`src/rtl/shiftreg_universal.sv`:
```
// shiftreg_universal: universal shift register moving LANES bits per beat, with
// a saturating beat counter and full flag for serial<->parallel conversion.
module shiftreg_universal #(
   parameter  int WIDTH = 32,
   parameter  int LANES = 1,
   localparam int BEATS = WIDTH / LANES,
   localparam int CW    = $clog2(BEATS + 1)
) (
   input  logic             clk,
   input  logic             reset,
   input  logic [2:0]       op,
   input  logic [LANES-1:0] sin,
   input  logic [WIDTH-1:0] pin,
   output logic [WIDTH-1:0] out,
   output logic [LANES-1:0] sout,
   output logic [CW-1:0]    count,
   output logic             full
);
   localparam logic [2:0] OP_HOLD  = 3'd0;
   localparam logic [2:0] OP_SHL   = 3'd1;
   localparam logic [2:0] OP_SHR   = 3'd2;
   localparam logic [2:0] OP_ROL   = 3'd3;
   localparam logic [2:0] OP_ROR   = 3'd4;
   localparam logic [2:0] OP_LOAD  = 3'd5;
   localparam logic [2:0] OP_CLEAR = 3'd6;
   localparam logic [2:0] OP_ASR   = 3'd7;
   localparam logic [CW-1:0] BEATS_C = CW'(BEATS);

   generate
      if (LANES < 1 || WIDTH % LANES != 0 || LANES > WIDTH / 2) begin : g_bad_params
         $error("shiftreg_universal: WIDTH must be a multiple of LANES and 1 <= LANES <= WIDTH/2");
      end
   endgenerate

   logic [WIDTH-1:0] data_q, data_d;
   logic [CW-1:0]    count_q, count_d;
   logic             shift_in;

   always_comb begin
      data_d = data_q;
      case (op)
         OP_SHL:   data_d = {data_q[WIDTH-LANES-1:0], sin};
         OP_SHR:   data_d = {sin, data_q[WIDTH-1:LANES]};
         OP_ROL:   data_d = {data_q[WIDTH-LANES-1:0], data_q[WIDTH-1 -: LANES]};
         OP_ROR:   data_d = {data_q[LANES-1:0], data_q[WIDTH-1:LANES]};
         OP_LOAD:  data_d = pin;
         OP_CLEAR: data_d = '0;
         OP_ASR:   data_d = {{LANES{data_q[WIDTH-1]}}, data_q[WIDTH-1:LANES]};
         default:  data_d = data_q;
      endcase
   end

   // Only serial shifts that admit sin count as beats; the count saturates at a full register.
   assign shift_in = (op == OP_SHL) || (op == OP_SHR);

   always_comb
      count_d = (op == OP_LOAD)                     ? BEATS_C :
                (op == OP_CLEAR)                    ? '0 :
                (shift_in && count_q != BEATS_C)    ? count_q + CW'(1) :
                                                      count_q;

   always_ff @(posedge clk or negedge reset)
      if (!reset) begin
         data_q  <= '0;
         count_q <= '0;
      end else begin
         data_q  <= data_d;
         count_q <= count_d;
      end

   assign out   = data_q;
   assign count = count_q;
   assign full  = (count_q == BEATS_C);
   assign sout  = (op == OP_SHR || op == OP_ROR || op == OP_ASR) ? data_q[LANES-1:0]
                                                                 : data_q[WIDTH-1 -: LANES];
endmodule

```
`config.mk`:
```
export PLATFORM = sky130hd
export DESIGN_NAME = shiftreg_universal
export DESIGN_NICKNAME = d
export VERILOG_FILES = /design/src/rtl/shiftreg_universal.sv
export SDC_FILE = /design/constraint.sdc
export NUM_CORES = 1
export LEC_CHECK = 0
export ABC_CLOCK_PERIOD_IN_PS = 1300
export CORE_ASPECT_RATIO = 1.1
export CORE_MARGIN = 1
export CORE_UTILIZATION = 60
export CTS_BUF_LIST = sky130_fd_sc_hd__clkbuf_4 sky130_fd_sc_hd__clkbuf_8
export DETAILED_ROUTE_END_ITERATION = 8
export DONT_BUFFER_PORTS = 1
export PLACE_DENSITY_LB_ADDON = 0.25
export SLEW_MARGIN = 20
export SYNTH_ARGS = -nofsm -noshare
export SYNTH_HDL_FRONTEND = slang
export SYNTH_SLANG_ARGS = --single-unit
```
`constraint.sdc`:
```
create_clock -name clk -period 1.3 [get_ports clk]
set_input_delay 0.13 -clock clk [delete_from_list [all_inputs] [get_ports clk]]
set_output_delay 0.13 -clock clk [all_outputs]
set_load 0.02 [all_outputs]
```
==> results of run 1 <==
flip-flops by register name, summed over array words and instances (netlist names):
name and cells:
out 32, count 6
cell type report:
type	count	area, µm²	area share [%]
Timing Repair Buffer	50	407	15.5
Multi-Input combinational cell	149	1110	42.1
Clock inverter	1	30.0	1.14
Clock buffer	6	51.3	1.95
Tap cell	48	60.1	2.28
Sequential cell	38	957	36.4
Inverter	4	17.5	0.666
metrics by stage:
step / area [µm²] / hold WS [ns]
5_1_grt: 2630 / 0.00242
3_3_place_gp: 2360 / -0.165
2_1_floorplan: 2170 / -0.166
4_1_cts: 2570 / 0.000655
3_5_place_dp: 2360 / -0.165
6_report: 2630 / 0.00691
logic make-up after synthesis:
logic type	synth area share, %
adders and majority gates	1.16
AOI/OAI and AO/OA	31.8
DFF	43.9
and+or+nand+nor	13.1
xor gates and xnor gates	1.50
muxes	0.982
buffers and inverters	7.57
path summary, 6_finish.rpt:
| check | cells past startpoint | from | slack, ns | end |
|---|---|---|---|---|
| max in group asynchronous | 2 | reset | 0.88 | count[2]$_DFFE_PN0P_ |
| max reg2reg | 5 | count[3]$_DFFE_PN0P_ | -0.04 | count[5]$_DFFE_PN0P_ |
| min | 3 | op[2] | 0.007 | out[31]$_DFFE_PN0P_ |
| max | 4 | count[1]$_DFFE_PN0P_ | -0.08 | full |
| min reg2reg | 1 | out[17]$_DFFE_PN0P_ | 0.58 | out[16]$_DFFE_PN0P_ |
| min in group asynchronous | 2 | reset | 0.22 | out[18]$_DFFE_PN0P_ |
synth_stat cells, types with 2 or more instances:
cell,number,area [µm²]
a21oi_1,3,15.0
a221o_1,31,310
a22oi_1,31,233
buf_2,8,40.0
buf_6,8,90.1
clkbuf_1,3,11.3
dfrtp_1,38,951
ha_1,2,25.0
inv_1,4,15.0
nand2_1,7,26.3
nand3_1,6,30.0
nor2_1,36,135
nor3_1,3,15.0
o21ai_0,3,15.0
o21ai_1,5,25.0
o21ai_2,2,17.5
per-layer routing:
layer  vias to the layer above  GRT usage [%]  part of all wire, %
met1                       987           43.2                   39
met3                         8           8.38                   10
li1                        896              -                    -
met4                         0           11.3                  1.4
met5                         -              0                    0
met2                       122           46.9                   49
what timing repair did:
item / 4_1_cts / 5_1_grt
hold buffers: 6 / 1
pin swaps: 2 / 0
endpoints found under the setup margin: 2 / 6
setup buffers: 6 / 0
resized for setup: 8 / 11
hold endpoints to repair: 57 / 1
where the power goes:
part	total (W)	internal, W	switching, W
sequential	0.00163	0.00137	0.000262
combinational	0.00142	0.000651	0.000765
clock	0.000846	0.000448	0.000398
total	0.00390	0.00247	0.00142
worst max-delay path: cells and delay by family, from the launching register on:
| family | cells | cell delay [ns] |
|---|---|---|
| simple gates | 1 | 0.10 |
| buf+inv | 2 | 0.22 |
| fa+ha+maj | 1 | 0.14 |
| flops | 1 | 0.45 |
==> flow_summary.json, run 1 <==
{
  "status": "finished with violations",
  "violations": "negative setup slack",
  "grt_pass1_wl_um": 9100,
  "first_global_vias": 1845,
  "die_h_um": 65.0,
  "ys_seq_area_share_pct": 43.9,
  "hold_class": "input port to flip-flop",
  "power_density_mw_per_mm2": 1480,
  "drt.antenna.violating_nets": 0,
  "cts.path.max_buffers": 2,
  "synth-seq-cells": 38,
  "finalMaxSlewViolations": 0,
  "start_util_pct": 64.0,
  "cts-buffers-inserted": 5,
  "layout_common_cells": "buf_4, nor2_1, dfrtp_1",
  "nFillCells": 244,
  "endpoint_kind": "output port",
  "critPathArrivalTime_ns": 1.25,
  "clkSlewWorstSetupHoldPaths_ns": 0.11,
  "final_cells": 296,
  "grt_max_degree": 39,
  "crit_path_max_fanout": 4,
  "clkLatencyLatePin_ns": 0.34,
  "via_per_inst": 6.80,
  "synthesis.area_mm2": 0.00217,
  "post-place-ws_ns": 0.0473,
  "track_usage_pct": 31.3,
  "slowest_delay_ns": 0.45,
  "setup_viol": 3,
  "synthFlopType": "dfrtp_1",
  "yosys_warnings": 0,
  "tightest_slew_ns": 0.621,
  "power_w": 0.00390,
  "diodes": 0,
  "core_mm2": 0.00339,
  "cts_tree": "yes",
  "first_pass_iters": 4,
  "drive_above_1_share_pct": 30.6,
  "slowest_stage": "dfrtp_1",
  "gr-total-overflow": 0,
  "syn_nets": 251,
  "crit_chain": "inv_1 -> ha_4 -> nand3_4 -> inv_4",
  "fin_util_pct": 77.6,
  "async_reset_ff_share_pct": 100,
  "p_leak_nw": 1.16,
  "wire_per_inst_um": 19.8,
  "synth_edf_count": 0,
  "path_class": "flip-flop to output port",
  "io_buffers": 0,
  "cp.required_ns": 1.17,
  "cp-start-kind": "flip-flop",
  "timing.fmax_ghz": 0.723,
  "hpwl_um": 3450,
  "skew_ns": 0.00428,
  "rsz0062_at_grt": "yes",
  "drtIter0Drc": 201,
  "h-tree-depth": 2,
  "maxCapViolations": 0,
  "setup_tns_ns": -0.140,
  "die_w_um": 59.3,
  "slew-limit-headroom_pct": 58.5,
  "vias": 2013,
  "antenna_found_initial": 0,
  "synthCells": 211,
  "rows": 22,
  "fin_crit_sh_pct": 106,
  "layout_commonest_cell": "buf_4",
  "die_area_mm2": 0.00385,
  "io_pins": 78,
  "area_growth_pct": 21.4,
  "fin_nets": 288,
  "route.detailed.drc": 0,
  "synth.distinct_cells": 37,
  "period_minus_slack_ns": 1.38,
  "hold_viol": 0,
  "place_inst": 276,
  "setup_slack_ns": -0.0833,
  "cts_sinks": 38,
  "drt-total-wl_um": 5860,
  "place.gp.congestion": 0.678,
  "max-vdd-ir-drop_mv": 1.15,
  "syn_avg_cell_area_um2": 10.3,
  "cts_root_buf": "clkbuf_4"
}
Note: power is estimated with default switching activity, not from simulation.
==> run 2, diff against run 1 <==
--- a/config.mk
+++ b/config.mk
@@ -13,6 +13,7 @@
 export DETAILED_ROUTE_END_ITERATION = 8
 export DONT_BUFFER_PORTS = 1
 export PLACE_DENSITY_LB_ADDON = 0.25
+export SETUP_SLACK_MARGIN = 0.15
 export SLEW_MARGIN = 20
 export SYNTH_ARGS = -nofsm -noshare
 export SYNTH_HDL_FRONTEND = slang
==> flow_summary.json, run 2 (synthesis results as in run 1) <==
{
  "wire_per_inst_um": 21.0,
  "crit_chain": "inv_1 -> ha_2 -> nand3_4 -> inv_4",
  "setup_viol": 4,
  "cts.path.max_buffers": 2,
  "route.detailed.drc": 0,
  "core_mm2": 0.00339,
  "power_w": 0.00421,
  "critPathArrivalTime_ns": 1.23,
  "status": "finished with violations",
  "max-vdd-ir-drop_mv": 1.34,
  "finalMaxSlewViolations": 0,
  "skew_ns": 0.00915,
  "timing.fmax_ghz": 0.736,
  "cts-buffers-inserted": 5,
  "diodes": 0,
  "hpwl_um": 3530,
  "h-tree-depth": 2,
  "cts_root_buf": "clkbuf_4",
  "die_w_um": 59.3,
  "track_usage_pct": 31.1,
  "grt_pass1_wl_um": 9010,
  "die_h_um": 65.0,
  "first_pass_iters": 5,
  "maxCapViolations": 0,
  "gr-total-overflow": 0,
  "design_area_mm2": 0.00275,
  "via_per_inst": 6.94,
  "hold_ws_ns": 0.0111,
  "clkLatencyLatePin_ns": 0.35,
  "cp.required_ns": 1.17,
  "layout_common_cells": "nor2_1, a221o_1, buf_4",
  "pwr-share-seq_pct": 40.7,
  "start_util_pct": 64.0,
  "crit_family": "flip-flops",
  "path_class": "flip-flop to output port",
  "p_comb_share_pct": 35.1,
  "place.gp.congestion": 0.777,
  "hold_viol": 0,
  "post-place-ws_ns": 0.0952,
  "area_growth_pct": 27.1,
  "io_pins": 78,
  "clkSlewWorstSetupHoldPaths_ns": 0.12,
  "power_density_mw_per_mm2": 1530,
  "hold_class": "input port to flip-flop",
  "die_area_mm2": 0.00385,
  "slew-limit-headroom_pct": 53.7,
  "grt_max_degree": 39,
  "netSwitchingFraction_pct": 35.8,
  "tightest_slew_ns": 0.695,
  "cts_sinks": 38,
  "path_buf_inv": 2,
  "fin_util_pct": 81.3,
  "period_minus_slack_ns": 1.36,
  "cp-start-kind": "flip-flop",
  "antenna_found_initial": 0,
  "endpoint_kind": "output port",
  "first_global_vias": 1888,
  "rsz0062_at_grt": "yes",
  "vias": 2040,
  "slowest_delay_ns": 0.43,
  "dpl_cell_area_mm2": 0.00233,
  "rows": 22,
  "setup_slack_ns": -0.0580,
  "crit_path_max_fanout": 2,
  "fin_crit_sh_pct": 104,
  "p_leak_nw": 1.16,
  "layout_commonest_cell": "nor2_1",
  "drt-total-wl_um": 6160,
  "fin_nets": 285,
  "p_sw_w": 0.00151,
  "drt.antenna.violating_nets": 0,
  "cts_tree": "yes",
  "intPower_w": 0.00270,
  "io_buffers": 0,
  "clock_power_share_pct": 24.2,
  "violations": "negative setup slack",
  "drtIter0Drc": 186,
  "largest_reg_flops": 32,
  "slowest_stage": "dfrtp_2",
  "drive_above_1_share_pct": 41.5
}
[run 2: power by group through the flow]
stage | logic (W) | clock network (W) | registers (W)
floorplan | 0.000561 | 0 | 0.00184
global placement | 0.000928 | 0 | 0.00172
detailed placement | 0.000975 | 0 | 0.00175
CTS | 0.00126 | 0.00103 | 0.00169
global route | 0.00156 | 0.00106 | 0.00174
finish | 0.00148 | 0.00102 | 0.00171
[run 2: worst reg2reg max path, cell delays in order (launching register included)]
cell and delay (ns):
dfrtp_2 0.39, buf_4 0.17, ha_4 0.16, nand3_2 0.11
nor3_2 0.21, a21oi_1 0.08, o21ai_1 0.15
[run 2: worst paths after layout]
check,startpoint,end,slack [ns],cells after the start
worst min-delay path,op[1],out[10]$_DFFE_PN0P_,0.01,2
max in group asynchronous,reset,out[29]$_DFFE_PN0P_,0.83,2
min in group asynchronous,reset,out[21]$_DFFE_PN0P_,0.26,2
worst max-delay path,count[1]$_DFFE_PN0P_,full,-0.06,4
worst max register to register,count[1]$_DFFE_PN0P_,count[4]$_DFFE_PN0P_,-0.05,6
worst min register to register,out[25]$_DFFE_PN0P_,out[26]$_DFFE_PN0P_,0.57,1
[run 2: per-layer routing]
metal | vias up | track usage [%] | wire, µm
met5 | - | 0 | 0
met4 | 0 | 8.63 | 93
met3 | 15 | 5.79 | 439
met2 | 135 | 53.9 | 3230
met1 | 997 | 38.8 | 2390
li1 | 893 | - | -
[run 2: stage by stage]
stage / instances / setup TNS, ns
3_5_place_dp: 268 / 0
2_1_floorplan: 211 / 0
6_report: 294 / -0.106
3_3_place_gp: 268 / 0
5_1_grt: 294 / -0.327
4_1_cts: 287 / -0.0820
[run 2: final cells by class]
type                       instances  area [µm²]
inverter                           4        17.5
tap                               48        60.1
clock inverter                     3        68.8
timing repair buffer              47         430
sequential                        38         978
clock buffer                       5        37.5
multi-input combinational        149        1160
fill                             209         633
[run 2: repair_timing]
action,CTS,global route
buffers inserted,5,7
resized for setup,18,33
endpoints found under the hold margin,58,0
pin swaps,1,3
hold buffers,6,0
setup endpoints to repair,10,37
==> run 3, diff against run 2 <==
--- a/config.mk
+++ b/config.mk
@@ -6,10 +6,12 @@
 export NUM_CORES = 1
 export LEC_CHECK = 0
 export ABC_CLOCK_PERIOD_IN_PS = 1300
+export CAP_MARGIN = 20
+export CELL_PAD_IN_SITES_DETAIL_PLACEMENT = 0
+export CELL_PAD_IN_SITES_GLOBAL_PLACEMENT = 1
 export CORE_ASPECT_RATIO = 1.1
 export CORE_MARGIN = 1
-export CORE_UTILIZATION = 60
-export CTS_BUF_LIST = sky130_fd_sc_hd__clkbuf_4 sky130_fd_sc_hd__clkbuf_8
+export CORE_UTILIZATION = 47
 export DETAILED_ROUTE_END_ITERATION = 8
 export DONT_BUFFER_PORTS = 1
 export PLACE_DENSITY_LB_ADDON = 0.25
==> flow_summary.json, run 3 (synthesis results as in run 1) <==
{
  "path_class": "flip-flop to output port",
  "critPathArrivalTime_ns": 1.15,
  "p_leak_nw": 1.17,
  "hpwl_um": 3560,
  "first_pass_iters": 4,
  "track_usage_pct": 26.1,
  "p_comb_share_pct": 36.7,
  "skew_ns": 0.00267,
  "largest_reg_flops": 32,
  "drtIter0Drc": 305,
  "finalMaxSlewViolations": 0,
  "fin_util_pct": 62.3,
  "fin_crit_sh_pct": 98.7,
  "cts-buffers-inserted": 5,
  "first_global_vias": 1884,
  "post-place-ws_ns": 0.119,
  "maxCapViolations": 0,
  "cts_tree": "yes",
  "start_util_pct": 49.8,
  "drt.antenna.violating_nets": 0,
  "timing.fmax_ghz": 0.779,
  "antenna_found_initial": 0,
  "diodes": 0,
  "drt-total-wl_um": 6000,
  "intPower_w": 0.00251,
  "io_buffers": 0,
  "setup_slack_ns": 0.0167,
  "layout_commonest_cell": "buf_4",
  "vias": 1971,
  "route.detailed.drc": 0,
  "io_pins": 78,
  "endpoint_kind": "output port",
  "setup_tns_ns": 0,
  "cts_sinks": 38,
  "r2r_cells": 5,
  "register_area_um2": 965,
  "wire_per_inst_um": 19.8,
  "layout_common_cells": "buf_4, nor2_1, a22oi_1, a221o_1, dfrtp_1",
  "gr-total-overflow": 0,
  "pwr-share-seq_pct": 42.2,
  "via_per_inst": 6.50,
  "tightest_slew_ns": 0.386,
  "h-tree-depth": 2,
  "rsz0062_at_grt": "yes",
  "grt_max_degree": 46,
  "clkLatencyLatePin_ns": 0.29,
  "hold_depth": 1,
  "clock_power_share_pct": 21.1,
  "area_growth_pct": 25.1,
  "cts_root_buf": "clkbuf_8",
  "clkSlewWorstSetupHoldPaths_ns": 0.07,
  "multi_input_area_mm2": 0.00113,
  "period_minus_slack_ns": 1.28,
  "max-vdd-ir-drop_mv": 0.821,
  "fin_nets": 288,
  "hold_class": "input port to flip-flop",
  "drive_above_1_share_pct": 35.3,
  "cts.path.max_buffers": 2,
  "status": "complete, no violations",
  "grt_pass1_wl_um": 9520,
  "slew-limit-headroom_pct": 74.2,
  "netSwitchingFraction_pct": 36.4,
  "core_mm2": 0.00435,
  "power_density_mw_per_mm2": 1460,
  "cp.required_ns": 1.17,
  "die_area_mm2": 0.00488,
  "crit_path_max_fanout": 3,
  "p_sw_w": 0.00144,
  "setup_viol": 0,
  "nFillCells": 365,
  "hold_ws_ns": 0.0214,
  "power_w": 0.00395,
  "hold_viol": 0,
  "rows": 25,
  "die_w_um": 66.7,
  "cp-start-kind": "flip-flop",
  "die_h_um": 73.2,
  "place.gp.congestion": 0.747
}
## run 3: cell type report
class | count | area share, %
multi-input cells | 149 | 41.7
flip-flops and latches | 38 | 35.6
clock buffers | 7 | 3.19
inverters | 4 | 0.554
well taps | 54 | 2.49
repair buffers | 50 | 16.3
clock inverters | 1 | 0.185
## run 3: worst max-delay path, cell delays in order, from the launching register on
cell and delay [ns]:
dfrtp_2 0.44, nor3_4 0.20, nand3_2 0.11, inv_2 0.12
## run 3: layer usage
metal  global-route usage [%]  up-vias  part of all wire, %
li1                         -      899                    -
met2                     37.5       86                   49
met4                     11.6        0                  1.7
met5                        0        -                    0
met3                     6.56        8                  6.6
met1                     36.9      978                   43
## run 3: through the flow
stage | instances | area (µm²)
after global placement | 279 | 2370
final | 303 | 2710
after global routing | 303 | 2710
after floorplan | 211 | 2180
after detailed placement | 279 | 2370
after CTS | 300 | 2610
## run 3: power groups by stage
| stage | registers (W) | logic [W] | clock network, W |
|---|---|---|---|
| 5_1_grt | 0.00170 | 0.00156 | 0.000922 |
| 3_3_place_gp | 0.00168 | 0.00102 | 0 |
| 3_5_place_dp | 0.00170 | 0.00104 | 0 |
| 4_1_cts | 0.00163 | 0.00129 | 0.000855 |
| 6_report | 0.00167 | 0.00145 | 0.000834 |
| 2_1_floorplan | 0.00184 | 0.000561 | 0 |
## run 3: final timing paths
path | from | endpoint | slack, ns
max in group asynchronous | reset | out[8]$_DFFE_PN0P_ | 0.79
worst min-delay path | op[2] | count[1]$_DFFE_PN0P_ | 0.02
worst min register to register | out[25]$_DFFE_PN0P_ | out[24]$_DFFE_PN0P_ | 0.55
worst max register to register | count[2]$_DFFE_PN0P_ | count[5]$_DFFE_PN0P_ | 0.03
worst max-delay path | count[2]$_DFFE_PN0P_ | full | 0.02
min in group asynchronous | reset | count[5]$_DFFE_PN0P_ | 0.30
## run 3: timing repair
action / 4_1_cts / 5_1_grt
cloned: 0 / 0
endpoints found under the setup margin: 6 / 16
buffers inserted: 8 / 3
pin swaps: 3 / 4
gates resized for setup: 9 / 21
hold endpoints to repair: 43 / 0
hold buffers: 5 / 0
